===== src/rtl/issue_scoreboard.sv =====
// Issue-stage register scoreboard: per-GPR and EFLAGS write-back countdowns gate micro-op issue.
// Optional macro SCOREBOARD_FWD_EN: results due within one cycle are bypassed and do not stall.
module issue_scoreboard #(
    parameter int LAT_ALU  = 1,
    parameter int LAT_LOAD = 3
) (
    input  logic        clk,
    input  logic        rstn,
    input  logic        id_valid,
    input  logic        id_d_from_gpr,
    input  logic        id_d_to_gpr,
    input  logic        id_s_from_gpr,
    input  logic        id_t_from_gpr,
    input  logic        id_from_eflags,
    input  logic        id_to_eflags,
    input  logic [3:0]  id_rd,
    input  logic [3:0]  id_rs,
    input  logic [3:0]  id_rt,
    input  logic        id_is_load,
    input  logic        ex_ready,
    input  logic        flush,
    output logic        issue,
    output logic        stall,
    output logic [15:0] gpr_busy,
    output logic        eflags_busy
);

    localparam logic [1:0] LAT_ALU_C  = 2'(LAT_ALU);
    localparam logic [1:0] LAT_LOAD_C = 2'(LAT_LOAD);

    // A countdown blocks a reader only while its result cannot yet reach the operand.
    function automatic logic is_hot(input logic [1:0] cnt);
`ifdef SCOREBOARD_FWD_EN
        return cnt > 2'd1;
`else
        return cnt != 2'd0;
`endif
    endfunction

    logic [15:0] gpr_hz;
    logic        flags_hz;
    logic        hazard;
    logic [1:0]  wr_lat;
    logic [1:0]  flags_cnt_reg;
    logic [1:0]  flags_cnt_next;
    logic [1:0]  flags_dec;

    assign wr_lat = id_is_load ? LAT_LOAD_C : LAT_ALU_C;

    // Hazard is evaluated on the pre-issue countdowns, so rd==rs micro-ops see the old writer.
    assign hazard = (id_d_from_gpr  & gpr_hz[id_rd])
                  | (id_s_from_gpr  & gpr_hz[id_rs])
                  | (id_t_from_gpr  & gpr_hz[id_rt])
                  | (id_from_eflags & flags_hz);

    assign issue = id_valid & ex_ready & ~hazard & ~flush;
    assign stall = id_valid & hazard & ~flush;

    genvar gi;
    generate
        for (gi = 0; gi < 16; gi++) begin : g_gpr
            logic [1:0] cnt_reg;
            logic [1:0] cnt_next;
            logic [1:0] dec_val;
            logic       wr_hit;

            assign dec_val = (cnt_reg != 2'd0) ? cnt_reg - 2'd1 : 2'd0;
            assign wr_hit  = issue & id_d_to_gpr & (id_rd == 4'(gi));

            always_comb begin
                cnt_next = dec_val;
                if (wr_hit && (wr_lat > dec_val)) begin
                    cnt_next = wr_lat;
                end
                if (flush) begin
                    cnt_next = 2'd0;
                end
            end

            always_ff @(posedge clk or negedge rstn) begin
                if (!rstn) begin
                    cnt_reg <= 2'd0;
                end else begin
                    cnt_reg <= cnt_next;
                end
            end

            assign gpr_busy[gi] = (cnt_reg != 2'd0);
            assign gpr_hz[gi]   = is_hot(cnt_reg);
        end
    endgenerate

    assign flags_dec = (flags_cnt_reg != 2'd0) ? flags_cnt_reg - 2'd1 : 2'd0;

    always_comb begin
        flags_cnt_next = flags_dec;
        if (issue && id_to_eflags && (LAT_ALU_C > flags_dec)) begin
            flags_cnt_next = LAT_ALU_C;
        end
        if (flush) begin
            flags_cnt_next = 2'd0;
        end
    end

    always_ff @(posedge clk or negedge rstn) begin
        if (!rstn) begin
            flags_cnt_reg <= 2'd0;
        end else begin
            flags_cnt_reg <= flags_cnt_next;
        end
    end

    assign flags_hz    = is_hot(flags_cnt_reg);
    assign eflags_busy = (flags_cnt_reg != 2'd0);

endmodule

===== config.mk =====
export PLATFORM = sky130hd
export DESIGN_NAME = issue_scoreboard
export DESIGN_NICKNAME = d
export VERILOG_FILES = /design/src/rtl/issue_scoreboard.sv
export SDC_FILE = /design/constraint.sdc
export NUM_CORES = 1
export LEC_CHECK = 0
export CAP_MARGIN = 20
export CORE_ASPECT_RATIO = 0.9
export CORE_MARGIN = 3
export CORE_UTILIZATION = 30
export CTS_CLUSTER_DIAMETER = 120
export DETAILED_ROUTE_END_ITERATION = 6
export PLACE_DENSITY = 0.55
export SYNTH_ARGS = -nofsm -noshare
export SYNTH_HDL_FRONTEND = slang
export SYNTH_SLANG_ARGS = --single-unit

===== constraint.sdc =====
create_clock -name clk -period 2.52 [get_ports clk]
set_input_delay 0.378 -clock clk [delete_from_list [all_inputs] [get_ports clk]]
set_output_delay 0.378 -clock clk [all_outputs]
set_load 0.05 [all_outputs]

-- Word level (Yosys, flattened, before mapping)
Index checks and enable logic that the tools add are counted.
- add/sub/neg operators: 17
- magnitude comparators: 20
- equality and inequality tests: 15
- multiplexer cells: 58
- bitwise operators: 31
- reductions and logical operators: 36
- operator list (kind ; count):
    $mux W2 ; 52
    $reduce_bool A2 Y1 ; 17
    $sub A2 B1 Y2 const B ; 17
    $eq A4 B4 Y1 const B ; 8
    $gt A2 B2 Y1 ; 16
    $and A1 B1 Y1 ; 26
    $logic_and A1 B1 Y1 ; 18
    $eq A4 B3 Y1 const B ; 4
    $lt A4 B5 Y1 const B ; 3
    $bmux W1 S4 ; 3
    $eq A4 B2 Y1 const B ; 2
    $eq A4 B1 Y1 const B ; 1
    $logic_not A4 Y1 ; 1
    $mux W1 ; 3
    $or A1 B1 Y1 ; 3
    $gt A1 B2 Y1 const A ; 1
    $not A1 Y1 ; 2
- register bits: 34
- input bits: 24
- output and inout port bits: 19
- word-level logic and storage cells: 194

-- Logic depth before layout (Yosys ltp)
Gate-level depths: netlist of the first run.
- depth after elaboration: 15
- depth in mapped cells: 9
- depth with buffers taken out: 8

-- Least setup slack after synthesis of the first run
Ideal clock, no wire load.
- kind: flip-flop to output port
- from: reg g_gpr[12].cnt_reg[0]
- to: out issue
- data arrival time: 2956 ps
- required time: 2142 ps
- path slack: -814 ps
- stages on the path, launching flop included: 9
- buffers on the path: 2
- path through: dfrtp_1 -> or2_1 -> mux4_2 -> a2111oi_0 -> o32a_1 -> buf_4 -> buf_8 -> o211ai_1 -> nor2_1
- cells in the longest elaborated chain, start to end: 10
- elaborated cells between the ends (all ways): 16
- those cells by class: mux: 6; bitwise: 9; reduce/logical: 1
- RTL lines (item ; RTL line ; source):
    from (decl) ; 62 ; logic [1:0] cnt_reg;
    from (signal assigned) ; 84 ; cnt_reg <= cnt_next;
    $reduce_bool A2 Y1 * ; n/a ;
    named net gpr_busy[12] ; 24 ; output logic [15:0] gpr_busy,
    $bmux W1 S4, on equally long branches ; 51, 52 ;
    $mux W1, on equally long branches ; 51, 52 ;
    $and A1 B1 Y1, on equally long branches ; 51, 52 ;
    $or A1 B1 Y1 ; 52 ; | (id_s_from_gpr & gpr_hz[id_rs])
    $or A1 B1 Y1 * ; 53 ; | (id_t_from_gpr & gpr_hz[id_rt])
    $or A1 B1 Y1 * ; 54 ; | (id_from_eflags & flags_hz);
    $not A1 Y1 * ; 56 ; assign issue = id_valid & ex_ready & ~hazard & ~flush;
    $and A1 B1 Y1 * (2 in series) ; 56 ;
    to (decl) ; 22 ; output logic issue,
The timed path passes the listed nets; every way through them passes the cells marked *. The select of a mux whose other input is x is not followed.

-- Final worst setup path of the first run
- from: in id_rs[0]
- to: out issue
- cells in the longest elaborated chain, start to end: 9
- RTL lines (item ; RTL line ; source):
    from (decl) ; 17 ; input logic [3:0] id_rs,
    $bmux W1 S4 ; 52 ;
    $mux W1 (not written as such) ; 52 ;
    $and A1 B1 Y1 ; 52 ;
    $or A1 B1 Y1 ; 52 ;
    $or A1 B1 Y1 ; 53 ;
    $or A1 B1 Y1 ; 54 ;
    $not A1 Y1 ; 56 ;
    $and A1 B1 Y1 (2 in series) ; 56 ;
No other way between the ends. The select of a mux whose other input is x is not followed.

==> summary.txt, run 1 <==
Status -> finished with violations
Failing checks -> setup timing
Clk Latency, worst-skew pair -> 290 ps
Final wirelength -> 7.790 mm
Pwr dens -> 385.1 mW/mm^2
Vias -> 2303
Hold Crit Class -> reg2reg
Design Power -> 0.001446 W
Largest net degree at the start of global routing -> 35
Crit end category -> output pin
Switch Pwr -> 0.0003510 W
Detailed-router iteration count before antenna repair -> 4
Initial core utilization -> 0.3102
Maximum root-to-sink buffer count -> 2
Yosys cell types -> 37
Combinational power share -> 0.181
Detailed-placement wirelength estimate -> 5.677 mm
Number of flip-flops in the largest register -> 32
Footprint of the multi-input gates -> 0.001672 sq mm
RSZ-0062 raised after global routing -> yes
Clock sink total -> 34
Crit share post-route -> 1.181
Async S/R FF share, synth -> 1.000
Placed instance count -> 438
Clk root buf -> clkbuf_8
Arr. time, crit path -> 2600 ps
Layout fillers -> 741
Slew Viols, Final -> 0
Worst hold stages -> 1
Clock power frac -> 0.441
H-tree level count -> 2
Residual DRC -> 0
YS warnings -> 0
Max transition margin -> 0.5900
Worst-path fanout max -> 2
Post-synthesis instance area -> 0.002515 sq mm
Cell Int Power -> 0.001095 W
Critical path type -> in2out
Non-filler cells, final -> 454
Setup violators final -> 23
Gpl congestion -> 0.8120
Register bit count reported by yosys -> 34
Synthesized netlist cell count -> 258
PortBufs -> 42
Post-route ant nets -> 0
Sum Neg Setup Slack -> -2099 ps
Post-layout min period -> 2975 ps
Max Fclk -> 336.1 MHz
Worst Path Required -> 2140 ps
Area growth syn-to-layout -> 49.30%
Setup WS post-layout -> -455.2 ps
R2R setup slack -> -120 ps
Vias/cell -> 5.073
Worst R2R Start -> g_gpr[7].cnt_reg[1]$_DFF_PN0_
Hold-fix buffers, CTS -> 0
Leakage power -> 1.722 nW
Critical path launch point type -> input port
WL per Instance -> 17.16 microns
Worst R2R End -> g_gpr[0].cnt_reg[1]$_DFF_PN0_
Sw frac -> 0.2427
Worst Max-Slew Pin Slew -> 599.5 ps
Vias in the first global route -> 2291
Die area -> 0.009519 sq mm
Synth Net Count -> 295
Reg power frac -> 0.378
ANT cells -> 0
Row count -> 31
Total track usage -> 0.1681
Met3 wire len -> 478 microns
Clk_skew -> 4.777 ps
Starting DRC count in detailed routing -> 78
Register Area -> 850.8 sq um
Seq/Total Area, Yosys -> 0.3383
Final instance area -> 0.003755 sq mm
Die H -> 92.86 microns
Chip Width -> 102.5 microns
IO Pins -> 43
Met1 wire length -> 3.806 mm
Worst R2R Path Depth -> 9
HP Start -> flags_cnt_reg[0]$_DFF_PN0_
NumNets Final -> 391
CTS Buf Count -> 5
WHS Endpoint -> flags_cnt_reg[0]$_DFF_PN0_
EDFF count, synth -> 0
Layout cell share with drive strength beyond 1 -> 0.3211
Final hold vios -> 0
CTS clk-pin slew, worst paths -> 70 ps
Placed cell area -> 0.003451 sq mm
Wire length on met2 -> 3.443 mm
Top layer reached by signal wires -> met4
Initial antenna violation count -> 0
GRT overflow -> 0
Syn Area/Cell -> 9.748 sq um
Pre-CTS setup slack -> -476.6 ps
First-pass GRT wire length -> 12.34 mm
CTS tree -> done
Max-cap violations -> 0
Peak supply drop -> 0.2068 mV
Commonest register cell after synthesis -> dfrtp_1
Core ar. -> 0.008107 sq mm
-- metrics by stage --
stage | util | hold WS, ps
after global routing | 0.4632 | 518.2
after detailed placement | 0.4257 | 474.4
after floorplan | - | 82.41
after global placement | 0.4257 | 475.4
after CTS | 0.4535 | 484.5
final | 0.4632 | 480.6
-- synthesized netlist by cell type, types with 4 or more instances --
cell / instances / area (sq um)
a21oi_1: 13 / 65.06
or2_2: 6 / 37.54
inv_1: 11 / 41.29
dfrtp_1: 34 / 850.8
nand2b_1: 18 / 112.6
mux2_4: 5 / 75.07
mux4_2: 10 / 225.2
a2111oi_0: 4 / 35.03
nor2b_1: 4 / 25.02
nand4_2: 6 / 75.07
nand2_1: 23 / 86.33
mux2i_1: 14 / 140.1
clkbuf_1: 7 / 26.28
nor2_1: 32 / 120.1
nor3_1: 4 / 20.02
nand4_1: 9 / 56.30
o22ai_1: 4 / 25.02
mux2_1: 7 / 78.83
or2_1: 9 / 56.30
ha_1: 13 / 162.7
-- worst max-delay path, cell delays in order --
cell,delay [ps]
clkdlybuf4s50_1,520
mux4_2,520
or3b_1,360
o211ai_1,90
o32a_1,200
o211ai_1,140
buf_4,170
nor2_4,90
buf_12,140
-- cells by family after synthesis --
family,Yosys count,share of synthesized area
simple gates,117,0.2507
mux,38,0.2154
compound gates,34,0.09203
flops,34,0.3383
buf+inv,22,0.03881
fa+ha+maj,13,0.06468
-- worst max-delay path by stage --
stage | startpoint | to | slack, ps
after floorplan | g_gpr[7].cnt_reg[0]$_DFF_PN0_ | stall | -370
after global placement | id_rs[0] | stall | -460
after detailed placement | id_rs[0] | g_gpr[10].cnt_reg[1]$_DFF_PN0_ | -480
after CTS | g_gpr[7].cnt_reg[0]$_DFF_PN0_ | issue | -480
after global routing | g_gpr[12].cnt_reg[1]$_DFF_PN0_ | issue | -580
final | id_rs[0] | issue | -460
-- placed cells by master, fill, tap and decap left out, drive strengths merged, types with 4 or more instances in the layout --
master / count
buf: 60
clkdlybuf4s50: 40
dfrtp: 34
nor2: 32
nand2: 23
nand2b: 18
nand4: 15
or2: 15
mux2i: 14
a21oi: 14
mux2: 14
ha: 13
inv: 11
mux4: 10
clkbuf: 6
nor2b: 4
o22ai: 4
nor3: 4
a2111oi: 4
-- cell type report --
class	count	share of cell area
Timing Repair Buffer	100	0.2463
Clock buffer	6	0.02199
Clock inverter	2	0.01599
Multi-Input combinational cell	202	0.4452
Inverter	11	0.01100
Tap cell	99	0.03299
Sequential cell	34	0.2266
-- layer usage --
| metal | GRT usage | vias to the layer above |
|---|---|---|
| li1 | - | 1130 |
| met1 | 0.2519 | 1094 |
| met4 | 0.03825 | 0 |
| met5 | 0 | - |
| met3 | 0.03012 | 7 |
| met2 | 0.2495 | 72 |
-- power by group through the flow --
stage / clock network (W) / logic (W) / registers [W]
4_1_cts: 0.000661 / 0.000255 / 0.000547
6_report: 0.000637 / 0.000262 / 0.000547
3_5_place_dp: 0 / 0.000229 / 0.000558
5_1_grt: 0.000681 / 0.000281 / 0.000547
3_3_place_gp: 0 / 0.000228 / 0.000558
2_1_floorplan: 0 / 0.000107 / 0.000558
-- timing repair --
| item | 4_1_cts | 5_1_grt |
|---|---|---|
| setup buffers | 4 | 2 |
| gates cloned | 1 | 0 |
| pin swaps | 7 | 3 |
| endpoints found under the setup margin | 19 | 33 |
| resized for setup | 5 | 10 |
Power figures use the tool's default switching activity.
==> run 2: changes to the inputs <==
--- a/config.mk
+++ b/config.mk
@@ -5,7 +5,7 @@
 export SDC_FILE = /design/constraint.sdc
 export NUM_CORES = 1
 export LEC_CHECK = 0
-export CAP_MARGIN = 20
+export CAP_MARGIN = 30
 export CORE_ASPECT_RATIO = 0.9
 export CORE_MARGIN = 3
 export CORE_UTILIZATION = 30
==> run 2 against run 1 <==
  * The run still ends with setup timing left
  * Worst hold slack gained 2.5 ps
  * Power shrank 15%
  * Sequential share of layout area grew 0.30 points
  * Count of clock-buffer cells in the layout grew 1
  * Largest cell class unchanged
==> summary.txt, run 2 (synthesis results as in run 1) <==
Status -> finished with violations
Failing checks -> setup timing
Max Fclk -> 333.8 MHz
Leakage power -> 1.702 nW
Arr. time, crit path -> 2620 ps
Max-cap violations -> 0
Placed cell area -> 0.003458 sq mm
Hold-fix buffers, CTS -> 0
Detailed-router iteration count before antenna repair -> 4
Setup violators final -> 23
Critical path type -> in2out
Clk Latency, worst-skew pair -> 280 ps
RSZ-0062 raised after global routing -> yes
Vias in the first global route -> 2382
Register Area -> 850.8 sq um
Most common cell after layout, fill and taps aside -> buf_4
Worst Max-Slew Pin Slew -> 749.5 ps
Peak supply drop -> 0.1575 mV
Core ar. -> 0.008107 sq mm
Crit end category -> output pin
Die area -> 0.009519 sq mm
Clk root buf -> clkbuf_8
Worst path cell trace -> clkdlybuf4s50_1, mux4_2, a2111oi_4, o32a_1, o211ai_1, buf_4, nor2_4, buf_12
Residual DRC -> 0
Pwr dens -> 331.3 mW/mm^2
Area growth syn-to-layout -> 47.36%
Crit share post-route -> 1.189
Die H -> 92.86 microns
CTS Buf Count -> 5
Final hold vios -> 0
Gpl congestion -> 0.8120
IO Pins -> 43
Worst Path Required -> 2140 ps
Most frequent cells in the layout -> buf_4, clkdlybuf4s50_1, dfrtp_1, nor2_1, nand2_1
Max incr delay on CP -> 580 ps
WL per Instance -> 17.08 microns
Initial core utilization -> 0.3102
Worst-path fanout max -> 2
Post-layout min period -> 2996 ps
Final wirelength -> 7.753 mm
CTS clk-pin slew, worst paths -> 70 ps
Slowest stage cell, crit path -> mux4_2
Number of flip-flops in the largest register -> 32
Max transition margin -> 0.4991
H-tree level count -> 2
Slew Viols, Final -> 0
Maximum root-to-sink buffer count -> 2
Row count -> 31
PortBufs -> 42
Hold Crit Class -> reg2reg
Sum Neg Setup Slack -> -3453 ps
Clock sink total -> 34
Chip Width -> 102.5 microns
Vias/cell -> 5.053
NumNets Final -> 391
Layout cell share with drive strength beyond 1 -> 0.3183
Setup WS post-layout -> -476.2 ps
Vias -> 2294
Layout fillers -> 768
Clk_skew -> 5.323 ps
Critical path launch point type -> input port
Final instance area -> 0.003706 sq mm
GRT overflow -> 0
Largest net degree at the start of global routing -> 35
Total track usage -> 0.1706
Final core occ -> 0.4572
ANT cells -> 0
Post-route ant nets -> 0
Footprint of the multi-input gates -> 0.001680 sq mm
Starting DRC count in detailed routing -> 98
First-pass GRT wire length -> 12.51 mm
Detailed-placement wirelength estimate -> 5.665 mm
CTS tree -> done
Initial antenna violation count -> 0
Design Power -> 0.001228 W
-- run 2: cell count changes in the layout (fill, tap and decap cells not counted), sizes merged --
| cell | delta |
|---|---|
| clkinv | +1 |
| clkdlybuf4s50 | -1 |
| clkbuf | +1 |
| bufinv | -2 |
| dlygate4sd2 | +1 |
-- run 2: metrics by stage --
step / hold WS [ps] / worst slack, ps / cells
global placement: 475.4 / -456.3 / 438
CTS: 487.0 / -442.3 / 454
global route: 517.4 / -609.6 / 454
finish: 483.0 / -476.2 / 454
detailed placement: 476.5 / -464.2 / 439
floorplan: 82.41 / -374.1 / 258
-- run 2: worst max-delay path: cells and delay by family --
family | cells | cell delay, ps
AOI/OAI and AO/OA | 3 | 720
buffers and inverters | 3 | 840
muxes | 1 | 580
and+or+nand+nor | 1 | 90
-- run 2: worst paths after layout --
path                                                    start                        endpoint  slack, ps  depth (start not counted)
min in group asynchronous                                rstn   g_gpr[5].cnt_reg[1]$_DFF_PN0_        500                          2
worst max-delay path                                 id_rs[2]                           issue       -480                          8
worst max register to register  g_gpr[0].cnt_reg[1]$_DFF_PN0_   g_gpr[0].cnt_reg[1]$_DFF_PN0_       -150                          8
worst min-delay path               flags_cnt_reg[0]$_DFF_PN0_      flags_cnt_reg[0]$_DFF_PN0_        480                          1
worst min register to register     flags_cnt_reg[0]$_DFF_PN0_      flags_cnt_reg[0]$_DFF_PN0_        480                          1
max in group asynchronous                                rstn  g_gpr[11].cnt_reg[0]$_DFF_PN0_       1670                          2
-- run 2: report_power, final --
| group | leakage, nW | switching (W) | internal (W) |
|---|---|---|---|
| combinational | 1.18 | 0.000134 | 0.000123 |
| sequential | 0.475 | 0.000000656 | 0.000546 |
| clock | 0.0482 | 0.000203 | 0.000221 |
-- run 2: timing repair --
item / 4_1_cts / 5_1_grt
setup endpoints to repair: 19 / 34
buffers inserted: 6 / 0
pin swaps: 3 / 3
gates resized for setup: 8 / 8
cloned: 1 / 0
-- run 2: final cells by class --
class,instances,share of cell area
Timing Repair Buffer,100,0.2478
Clock buffer,7,0.02330
Clock inverter,1,0.001350
Sequential cell,34,0.2296
Tap cell,99,0.03342
Inverter,11,0.01114
Multi-Input combinational cell,202,0.4534
-- run 2: layer usage --
layer  track usage  vias to the layer above  share of wire
met4       0.04481                        0          0.010
met2        0.2532                       73           0.44
li1              -                     1126              -
met5             0                        -              0
met3       0.03464                        6          0.075
met1        0.2505                     1089           0.47
==> run 3: changes to the inputs <==
--- a/config.mk
+++ b/config.mk
@@ -11,7 +11,7 @@
 export CORE_UTILIZATION = 30
 export CTS_CLUSTER_DIAMETER = 120
 export DETAILED_ROUTE_END_ITERATION = 6
-export PLACE_DENSITY = 0.55
+export PLACE_DENSITY = 0.53
 export SYNTH_ARGS = -nofsm -noshare
 export SYNTH_HDL_FRONTEND = slang
 export SYNTH_SLANG_ARGS = --single-unit
==> constraint.sdc (replaced) <==
create_clock -name clk -period 3.4 [get_ports clk]
set_input_delay 0.51 -clock clk [delete_from_list [all_inputs] [get_ports clk]]
set_output_delay 0.51 -clock clk [all_outputs]
set_load 0.005 [all_outputs]
==> run 3 against run 2 <==
  * The flow now finishes without violations
  * Global-route usage decreased by 1.5 points
  * Non-clock buffer count decreased by 27
  * Cell count decreased by 6.2%
  * Register-to-register slack improved by 810 ps
  * Power decreased by 31%
  * Sequential power decreased by 26%
  * Combinational power decreased by 39%
  * Critical path depth unchanged
  * Critical path type is now reg2out
  * Worst setup slack improved by 640 ps
  * Sequential share of layout area increased by 2.1 points
  * Clock skew increased by 2.9 ps
  * Count of clock-buffer cells in the layout unchanged
==> summary.txt, run 3 (synthesis results as in run 1) <==
Status -> finished, final reports clean
Clk root buf -> clkbuf_8
Delay-heaviest family, CP -> compound AO/OA/AOI/OAI gates
Number of flip-flops in the largest register -> 32
Most common cell after layout, fill and taps aside -> clkdlybuf4s50_1
Gpl congestion -> 0.7482
Max incr delay on CP -> 450 ps
Max Fclk -> 309.4 MHz
Worst Path Required -> 2890 ps
Total track usage -> 0.1560
Crit share post-route -> 0.9506
Layout cell share with drive strength beyond 1 -> 0.2385
Worst path cell trace -> or2_4, mux4_2, or3b_1, o211ai_1, o32a_1, o211ai_1, o21a_1, dlygate4sd2_1
Core ar. -> 0.008107 sq mm
WL per Instance -> 16.78 microns
Die H -> 92.86 microns
Sum Neg Setup Slack -> 0 ps
Hold Crit Class -> reg2reg
Clk_skew -> 8.173 ps
Final core occ -> 0.4184
Slowest stage cell, crit path -> mux4_2
Clock sink total -> 34
Arr. time, crit path -> 2720 ps
Most frequent cells in the layout -> clkdlybuf4s50_1, dfrtp_1, nor2_1, buf_4, nand2_1
Starting DRC count in detailed routing -> 93
Vias in the first global route -> 2245
CTS tree -> done
CP Buf/Inv Count -> 1
CTS clk-pin slew, worst paths -> 70 ps
Vias -> 2186
Critical path launch point type -> flip-flop
Setup violators final -> 0
Slew Viols, Final -> 0
RSZ-0062 raised after global routing -> no
Vias/cell -> 5.131
Critical path type -> reg2out
IO Pins -> 43
Peak supply drop -> 0.2061 mV
Max-cap violations -> 0
Final hold vios -> 0
Post-route ant nets -> 0
Final wirelength -> 7.150 mm
Crit end category -> output pin
Row count -> 31
ANT cells -> 0
Post-layout min period -> 3232 ps
PortBufs -> 42
Clk Latency, worst-skew pair -> 290 ps
Max transition margin -> 0.6622
Area growth syn-to-layout -> 34.88%
First-pass GRT wire length -> 11.57 mm
Residual DRC -> 0
NumNets Final -> 364
GRT overflow -> 0
Most frequent CP cell -> o211ai_1
Chip Width -> 102.5 microns
Detailed-placement wirelength estimate -> 5.129 mm
Die area -> 0.009519 sq mm
CTS Buf Count -> 5
Maximum root-to-sink buffer count -> 2
Largest net degree at the start of global routing -> 35
Worst Max-Slew Pin Slew -> 506.7 ps
Initial core utilization -> 0.3102
Detailed-router iteration count before antenna repair -> 5
Worst-path fanout max -> 4
H-tree level count -> 2
Pwr dens -> 251.4 mW/mm^2
Initial antenna violation count -> 0
Leakage power -> 1.586 nW
[run 3: per-stage QoR]
step,setup slack (ps),power [W],area [sq um],hold WS [ps],std cells
after floorplan,646.7,0.0004826,2515,214.4,258
after global placement,-150.0,0.0005617,3136,462.4,404
after CTS,45.57,0.0008620,3359,476.3,422
after global routing,24.80,0.0008920,3392,513.0,426
final,167.9,0.0008526,3392,479.6,426
after detailed placement,-201.5,0.0005623,3136,466.5,404
[run 3: cell type report]
class,instances,area (sq um)
multi-input combinational,202,1637
sequential,34,850.8
clock buffer,7,76.32
inverter,11,41.29
tap,99,123.9
fill,794,4715
timing repair buffer,73,663.1
[run 3: where the power goes]
part,switching [W],internal (W),leakage (nW)
Sequential,0.000000473,0.000405,0.475
Combinational,0.0000827,0.0000739,1.07
Clock,0.000149,0.000141,0.0383
[run 3: path summary, 6_finish.rpt]
path / startpoint / depth (start not counted) / end / slack [ps]
max: g_gpr[2].cnt_reg[0]$_DFF_PN0_ / 8 / stall / 170
min: flags_cnt_reg[0]$_DFF_PN0_ / 1 / flags_cnt_reg[0]$_DFF_PN0_ / 480
max reg2reg: g_gpr[2].cnt_reg[0]$_DFF_PN0_ / 8 / g_gpr[11].cnt_reg[1]$_DFF_PN0_ / 660
min reg2reg: flags_cnt_reg[0]$_DFF_PN0_ / 1 / flags_cnt_reg[0]$_DFF_PN0_ / 480
max in group asynchronous: rstn / 2 / g_gpr[12].cnt_reg[1]$_DFF_PN0_ / 2420
min in group asynchronous: rstn / 2 / g_gpr[3].cnt_reg[0]$_DFF_PN0_ / 640
[run 3: repair_timing]
action                     in CTS  in global routing
gates resized for setup        22                  1
hold buffers                    0                  0
setup endpoints to repair       2                  2
buffers inserted               11                  5
pin swaps                       7                  6
[run 3: per-layer routing]
metal	part of all wire	GRT usage	up-vias	wire length [microns]
met4	0.017	0.04481	0	119
met1	0.48	0.2186	1055	3427
met2	0.45	0.2419	52	3239
li1	-	-	1068	-
met3	0.051	0.03163	11	363
met5	0	0	-	0
